==> config.mk <==
export PLATFORM = sky130hd
export DESIGN_NAME = ulpb_tx_arbiter_flat
export DESIGN_NICKNAME = d
export VERILOG_FILES = /design/src/rtl/ulpb_tx_arbiter_if.sv /design/src/rtl/ulpb_tx_arbiter.sv /design/src/flat_wrapper.sv
export SDC_FILE = /design/constraint.sdc
export NUM_CORES = 1
export LEC_CHECK = 0
export BUFFER_PORTS_ARGS = -buffer_cell sky130_fd_sc_hd__buf_2
export CORE_AREA = 10 10 95 159
export DETAILED_ROUTE_END_ITERATION = 12
export DIE_AREA = 0 0 105 169
export PLACE_DENSITY = 0.69
export REMOVE_ABC_BUFFERS = 1
export SYNTH_ARGS = -nofsm -noshare
export SYNTH_HDL_FRONTEND = slang
export SYNTH_SLANG_ARGS = --single-unit
==> constraint.sdc <==
create_clock -name CLK -period 5.7 [get_ports CLK]
set_clock_uncertainty 0.15 [all_clocks]
set_input_delay 1.14 -clock CLK [delete_from_list [all_inputs] [get_ports CLK]]
set_output_delay 1.14 -clock CLK [all_outputs]
set_load 0.05 [all_outputs]
==> src/rtl/ulpb_tx_arbiter_if.sv <==
// Signal bundle between the transmit arbiter, its local requesters and the ulpb_node transmit port.
// The arbiter connects through the master modport; the environment uses the slave modport.
interface ulpb_tx_arbiter_if #(
  parameter int NUM_REQ    = 4,
  parameter int ADDR_WIDTH = 8,
  parameter int DATA_WIDTH = 32
);
  localparam int ID_W = $clog2(NUM_REQ);

  logic [NUM_REQ-1:0]            REQ_IN;
  logic [NUM_REQ*ADDR_WIDTH-1:0] ADDR_IN;
  logic [NUM_REQ*DATA_WIDTH-1:0] DATA_IN;
  logic [NUM_REQ-1:0]            ACK_OUT;
  logic [ADDR_WIDTH-1:0]         ADDR_TX;
  logic [DATA_WIDTH-1:0]         DATA_TX;
  logic                          REQ_TX;
  logic                          ACK_TX;
  logic [ID_W-1:0]               GRANT_ID;
  logic                          BUSY;
  logic [15:0]                   TX_COUNT;

  modport master (
    input  REQ_IN, ADDR_IN, DATA_IN, ACK_TX,
    output ACK_OUT, ADDR_TX, DATA_TX, REQ_TX, GRANT_ID, BUSY, TX_COUNT
  );

  modport slave (
    output REQ_IN, ADDR_IN, DATA_IN, ACK_TX,
    input  ACK_OUT, ADDR_TX, DATA_TX, REQ_TX, GRANT_ID, BUSY, TX_COUNT
  );
endinterface

==> src/rtl/ulpb_tx_arbiter.sv <==
// Round-robin arbiter sharing one ulpb_node transmit port among NUM_REQ requesters,
// running four-phase handshakes towards the node and back to the winning requester.
module ulpb_tx_arbiter #(
  parameter int NUM_REQ    = 4,
  parameter int ADDR_WIDTH = 8,
  parameter int DATA_WIDTH = 32
) (
  input  logic                 CLK,
  input  logic                 RESET,
  ulpb_tx_arbiter_if.master    bus
);
  localparam int ID_W = $clog2(NUM_REQ);

  typedef enum logic [1:0] {IDLE, WAIT_ACK, WAIT_REL, DONE} state_t;

  state_t                state_q, state_d;
  logic [ID_W-1:0]       ptr_q, ptr_d;
  logic [ID_W-1:0]       grant_q, grant_d;
  logic [ADDR_WIDTH-1:0] addr_q, addr_d;
  logic [DATA_WIDTH-1:0] data_q, data_d;
  logic                  req_tx_q, req_tx_d;
  logic [NUM_REQ-1:0]    ack_q, ack_d;
  logic [15:0]           cnt_q, cnt_d;
  logic                  busy_q;
  logic [ID_W-1:0]       winner;

  logic [ADDR_WIDTH-1:0] addr_arr [NUM_REQ];
  logic [DATA_WIDTH-1:0] data_arr [NUM_REQ];

  // Index increment that wraps at NUM_REQ, which need not be a power of two.
  function automatic logic [ID_W-1:0] wrap_inc(input logic [ID_W-1:0] v);
    return (v == ID_W'(NUM_REQ - 1)) ? '0 : v + ID_W'(1);
  endfunction

  function automatic logic [ID_W-1:0] pick_winner(input logic [NUM_REQ-1:0] req,
                                                  input logic [ID_W-1:0]    ptr);
    logic [ID_W-1:0] idx;
    logic [ID_W-1:0] win;
    logic            found;
    idx   = ptr;
    win   = ptr;
    found = 1'b0;
    for (int k = 0; k < NUM_REQ; k++) begin
      if (!found && req[idx]) begin
        win   = idx;
        found = 1'b1;
      end
      idx = wrap_inc(idx);
    end
    return win;
  endfunction

  for (genvar g = 0; g < NUM_REQ; g++) begin : g_unpack
    assign addr_arr[g] = bus.ADDR_IN[g*ADDR_WIDTH +: ADDR_WIDTH];
    assign data_arr[g] = bus.DATA_IN[g*DATA_WIDTH +: DATA_WIDTH];
  end

  assign winner = pick_winner(bus.REQ_IN, ptr_q);

  always_comb begin
    state_d  = state_q;
    ptr_d    = ptr_q;
    grant_d  = grant_q;
    addr_d   = addr_q;
    data_d   = data_q;
    req_tx_d = req_tx_q;
    ack_d    = ack_q;
    cnt_d    = cnt_q;
    case (state_q)
      IDLE: begin
        if (|bus.REQ_IN) begin
          grant_d  = winner;
          addr_d   = addr_arr[winner];
          data_d   = data_arr[winner];
          req_tx_d = 1'b1;
          state_d  = WAIT_ACK;
        end
      end
      // No timeout: a lost bus arbitration keeps REQ_TX up while the node retries.
      WAIT_ACK: begin
        if (bus.ACK_TX) begin
          req_tx_d = 1'b0;
          state_d  = WAIT_REL;
        end
      end
      WAIT_REL: begin
        if (!bus.ACK_TX) begin
          ack_d   = NUM_REQ'(1) << grant_q;
          cnt_d   = cnt_q + 16'd1;
          state_d = DONE;
        end
      end
      DONE: begin
        if (!bus.REQ_IN[grant_q]) begin
          ack_d   = '0;
          ptr_d   = wrap_inc(grant_q);
          state_d = IDLE;
        end
      end
      default: state_d = IDLE;
    endcase
  end

  always_ff @(posedge CLK or negedge RESET) begin
    if (!RESET) begin
      state_q  <= IDLE;
      ptr_q    <= '0;
      grant_q  <= '0;
      addr_q   <= '0;
      data_q   <= '0;
      req_tx_q <= 1'b0;
      ack_q    <= '0;
      cnt_q    <= '0;
      busy_q   <= 1'b0;
    end else begin
      state_q  <= state_d;
      ptr_q    <= ptr_d;
      grant_q  <= grant_d;
      addr_q   <= addr_d;
      data_q   <= data_d;
      req_tx_q <= req_tx_d;
      ack_q    <= ack_d;
      cnt_q    <= cnt_d;
      busy_q   <= (state_d != IDLE);
    end
  end

  assign bus.ACK_OUT  = ack_q;
  assign bus.ADDR_TX  = addr_q;
  assign bus.DATA_TX  = data_q;
  assign bus.REQ_TX   = req_tx_q;
  assign bus.GRANT_ID = grant_q;
  assign bus.BUSY     = busy_q;
  assign bus.TX_COUNT = cnt_q;

endmodule

==> src/flat_wrapper.sv <==
// flat-port wrapper written by rule: the top's interface ports become plain ports
module ulpb_tx_arbiter_flat 
#(
  parameter int NUM_REQ    = 4,
  parameter int ADDR_WIDTH = 8,
  parameter int DATA_WIDTH = 32
)
  (CLK, RESET, bus_REQ_IN, bus_ADDR_IN, bus_DATA_IN, bus_ACK_TX, bus_ACK_OUT, bus_ADDR_TX, bus_DATA_TX, bus_REQ_TX, bus_GRANT_ID, bus_BUSY, bus_TX_COUNT);
  ulpb_tx_arbiter_if #(.NUM_REQ(NUM_REQ), .ADDR_WIDTH(ADDR_WIDTH), .DATA_WIDTH(DATA_WIDTH)) bus_i ();
  input  logic CLK;
  input  logic RESET;
  input wire logic [$bits(bus_i.REQ_IN)-1:0] bus_REQ_IN;
  input wire logic [$bits(bus_i.ADDR_IN)-1:0] bus_ADDR_IN;
  input wire logic [$bits(bus_i.DATA_IN)-1:0] bus_DATA_IN;
  input wire logic [$bits(bus_i.ACK_TX)-1:0] bus_ACK_TX;
  output wire logic [$bits(bus_i.ACK_OUT)-1:0] bus_ACK_OUT;
  output wire logic [$bits(bus_i.ADDR_TX)-1:0] bus_ADDR_TX;
  output wire logic [$bits(bus_i.DATA_TX)-1:0] bus_DATA_TX;
  output wire logic [$bits(bus_i.REQ_TX)-1:0] bus_REQ_TX;
  output wire logic [$bits(bus_i.GRANT_ID)-1:0] bus_GRANT_ID;
  output wire logic [$bits(bus_i.BUSY)-1:0] bus_BUSY;
  output wire logic [$bits(bus_i.TX_COUNT)-1:0] bus_TX_COUNT;
  assign bus_i.REQ_IN = bus_REQ_IN;
  assign bus_i.ADDR_IN = bus_ADDR_IN;
  assign bus_i.DATA_IN = bus_DATA_IN;
  assign bus_i.ACK_TX = bus_ACK_TX;
  assign bus_ACK_OUT = bus_i.ACK_OUT;
  assign bus_ADDR_TX = bus_i.ADDR_TX;
  assign bus_DATA_TX = bus_i.DATA_TX;
  assign bus_REQ_TX = bus_i.REQ_TX;
  assign bus_GRANT_ID = bus_i.GRANT_ID;
  assign bus_BUSY = bus_i.BUSY;
  assign bus_TX_COUNT = bus_i.TX_COUNT;
  ulpb_tx_arbiter #(.NUM_REQ(NUM_REQ), .ADDR_WIDTH(ADDR_WIDTH), .DATA_WIDTH(DATA_WIDTH)) u_core (.CLK(CLK), .RESET(RESET), .bus(bus_i));
endmodule
==> impl_metrics.py <==
metrics = {
    "detailed_routing": {
        "drtIter0Drc": 223,
        "highest_layer": "met4",
        "totalWireLength_um": 17500,
        "ant_nets": 0,
        "route.detailed.drc": 0,
        "wl_met1_um": 6380,
        "wl_met2_um": 8930,
        "vias": 5078,
        "met3_length_um": 1380,
        "firstDrtPassIters": 4,
        "routedWlPerCell_um": 19.5,
        "via_per_inst": 5.64,
    },
    "synth": {
        "ys_async_sr_fraction_pct": 100,
        "synth_top_area_share_pct": 35.1,
        "synth-main-ff-cell": "dfrtp_1",
        "synth_area_leaders": "dfrtp_1 (35%), mux2i_1 (9.5%), and4_1 (7.4%)",
        "ys_types": 44,
        "yosysMostFrequentCell": "dfrtp_1",
        "netlist_area_um2": 4850,
        "synth-edff-count": 0,
        "synth_common_cells": "dfrtp_1 (68), nand2_1 (65), clkbuf_1 (48), mux2i_1 (46), inv_1 (45)",
        "netlist_instances": 535,
        "ys_ff_latch": 68,
        "ys_seq_area_share_pct": 35.1,
        "yosys.area.top_type": "dfrtp_1",
        "synth_warnings": 0,
        "postSynthAreaPerCell_um2": 9.06,
    },
    "floorplan": {
        "die_x_um": 105,
        "ios": 231,
        "rows": 54,
        "initial_core_util_pct": 39.0,
        "die_h_um": 169,
        "core_um2": 12400,
        "dieArea_um2": 17700,
    },
    "job": {
        "drv_cap": 0,
    },
    "timing": {
        "min_period_over_period_pct": 64.5,
        "worstMarginPinSlew_ns": 0.915,
        "tns_ns": 0,
        "slew_headroom_pct": 39.0,
        "hold-worst-slack_ns": 0.308,
        "rsz0062_at_grt": "no",
        "finalHoldViolCount": 0,
        "maxSlewViolCount": 0,
        "fmaxAchievable_mhz": 272,
        "setup_viol": 0,
        "min_period_ns": 3.68,
    },
    "global_routing": {
        "grt_overflow": 0,
        "grt_first_pass_wirelength_um": 28000,
        "track_usage_pct": 19.2,
        "antenna_found_initial": 1,
        "grt_start_max_net_pins": 81,
        "grt_pass1_vias": 5402,
    },
    "setup_path": {
        "worstPathRequired_ns": 5.73,
        "startpoint_type": "input pin",
        "criticalPathCategory": "input pin to flip-flop",
        "critPathArrivalTime_ns": 3.70,
        "cp-end-kind": "flip-flop",
        "worst-path-max-fanout": 22,
        "r2r_cells": 8,
    },
    "clock_network": {
        "cts-root-buf": "clkbuf_16",
        "cts-buffers-inserted": 9,
        "clk_pin_slew_worst_paths_ns": 0.06,
        "cts_setup_buffers": 0,
        "clock_latency_ns": 0.33,
        "clock_tree.buffer_depth": 2,
        "cts_resized": 0,
        "cts.sinks": 68,
        "postCtsHoldBufs": 0,
        "cts_tree": "done",
        "h-tree-depth": 3,
    },
    "placement": {
        "hpwl_um": 13100,
        "numPortBuffers": 230,
        "gp_congestion": 0.896,
    },
    "min_path": {
        "min_path_type": "flip-flop to flip-flop",
        "min_path_cells": 2,
    },
    "pwr": {
        "peakVddDrop_mv": 0.257,
        "p_leak_uw": 0.00322,
        "powerDensity_nw_per_um2": 642,
        "p_total_uw": 4080,
    },
    "final_layout": {
        "nets": 900,
        "nFillCells": 1236,
        "drive_gt1_share_pct": 37.2,
        "syn_to_final_growth_pct": 31.3,
        "utilization_pct": 51.2,
    },
    "run_status": {
        "outcome": "finished clean",
    },
}
cell type report:
cell class / instances / area, um^2 / share of cell area [%]
inverters: 45 / 169 / 2.65
clock inverters: 7 / 115 / 1.81
clock buffers: 9 / 225 / 3.54
flip-flops and latches: 68 / 1700 / 26.7
diodes: 1 / 2.50 / 0.0393
repair buffers: 241 / 1230 / 19.4
well taps: 168 / 210 / 3.30
multi-input cells: 362 / 2710 / 42.5
through the flow:
step | area [um^2] | setup WS [ns] | cells
6_report | 6360 | 2.02 | 901
2_1_floorplan | 4540 | -0.418 | 475
5_1_grt | 6360 | 1.81 | 901
3_5_place_dp | 6020 | 1.64 | 884
4_1_cts | 6360 | 2.02 | 900
3_3_place_gp | 6020 | 1.81 | 884
flip-flops by register name, summed over array words and instances, names as in the netlist:
register,cells
u_core.bus.DATA_TX,32
u_core.bus.GRANT_ID,2
u_core.bus.ADDR_TX,8
u_core.bus.TX_COUNT,16
u_core.bus.ACK_OUT,4
u_core.bus.BUSY,1
u_core.bus.REQ_TX,1
u_core.ptr_q,2
u_core.state_q,2
metal layers:
layer,GRT usage (%),vias up
met5,0,-
met4,11.5,0
met3,5.67,56
met2,33.3,241
met1,20.0,2375
li1,-,2406
worst max-delay path: stages:
cell	delay [ns]
buf_2	0.17
mux4_2	0.53
and2_1	0.21
a31oi_4	0.15
and3_2	0.64
buf_4	0.49
mux2i_1	0.26
o311ai_1	0.11
cell families (layout without fill, tap and decap cells):
group | Yosys count | count (layout) | synth area share, %
AOI/OAI and AO/OA | 140 | 140 | 21.9
other | 0 | 1 | 0
and+or+nand+nor | 149 | 149 | 17.3
buffers and inverters | 105 | 302 | 9.79
adders and majority gates | 6 | 6 | 1.55
DFF | 68 | 68 | 35.1
muxes | 52 | 52 | 11.6
xor gates and xnor gates | 15 | 15 | 2.71
worst paths after layout:
kind | startpoint | end | slack [ns]
setup reg to reg | u_core.ptr_q[0]$_DFFE_PN0P_ | u_core.bus.DATA_TX[8]$_DFFE_PN0P_ | 2.30
hold / removal | u_core.bus.ACK_OUT[3]$_DFFE_PN0P_ | u_core.bus.ACK_OUT[3]$_DFFE_PN0P_ | 0.31
min in group asynchronous | RESET | u_core.bus.DATA_TX[16]$_DFFE_PN0P_ | 0.87
setup / recovery | bus_REQ_IN[3] | u_core.bus.DATA_TX[8]$_DFFE_PN0P_ | 2.02
hold reg to reg | u_core.bus.ACK_OUT[3]$_DFFE_PN0P_ | u_core.bus.ACK_OUT[3]$_DFFE_PN0P_ | 0.31
max in group asynchronous | RESET | u_core.bus.ACK_OUT[1]$_DFFE_PN0P_ | 3.93
layout by cell type, fill, tap and decap left out, types with 2 or more instances in the layout:
cell        synthesis  layout
nor3_1              3       2
dfrtp_1            68      68
bufinv_16           0       3
buf_4               0      11
nand2b_1            5       5
a31oi_1            40      40
nand2_1            65      65
mux2i_1            46      46
nand4_1             5       5
buf_2               6     230
o311ai_1           40      40
mux2_2              3       3
a21oi_1             3       3
inv_1              45      45
mux4_2              3       3
o211ai_1           41      41
ha_1                6       6
nor2_1             10      10
and4_1             41      41
clkinv_2            0       2
nand3_1             9       9
o21ai_0             3       3
clkinvlp_4          0       2
o21ai_1             3       3
and2_1              2       2
xor2_1              5       5
xnor2_1            10      10
clkbuf_16           0       9
report_power, final:
| part | internal (uW) | switching, uW |
|---|---|---|
| clock network | 426 | 215 |
| registers | 682 | 156 |
| logic | 801 | 1800 |
(Power assumes the default switching activity.)
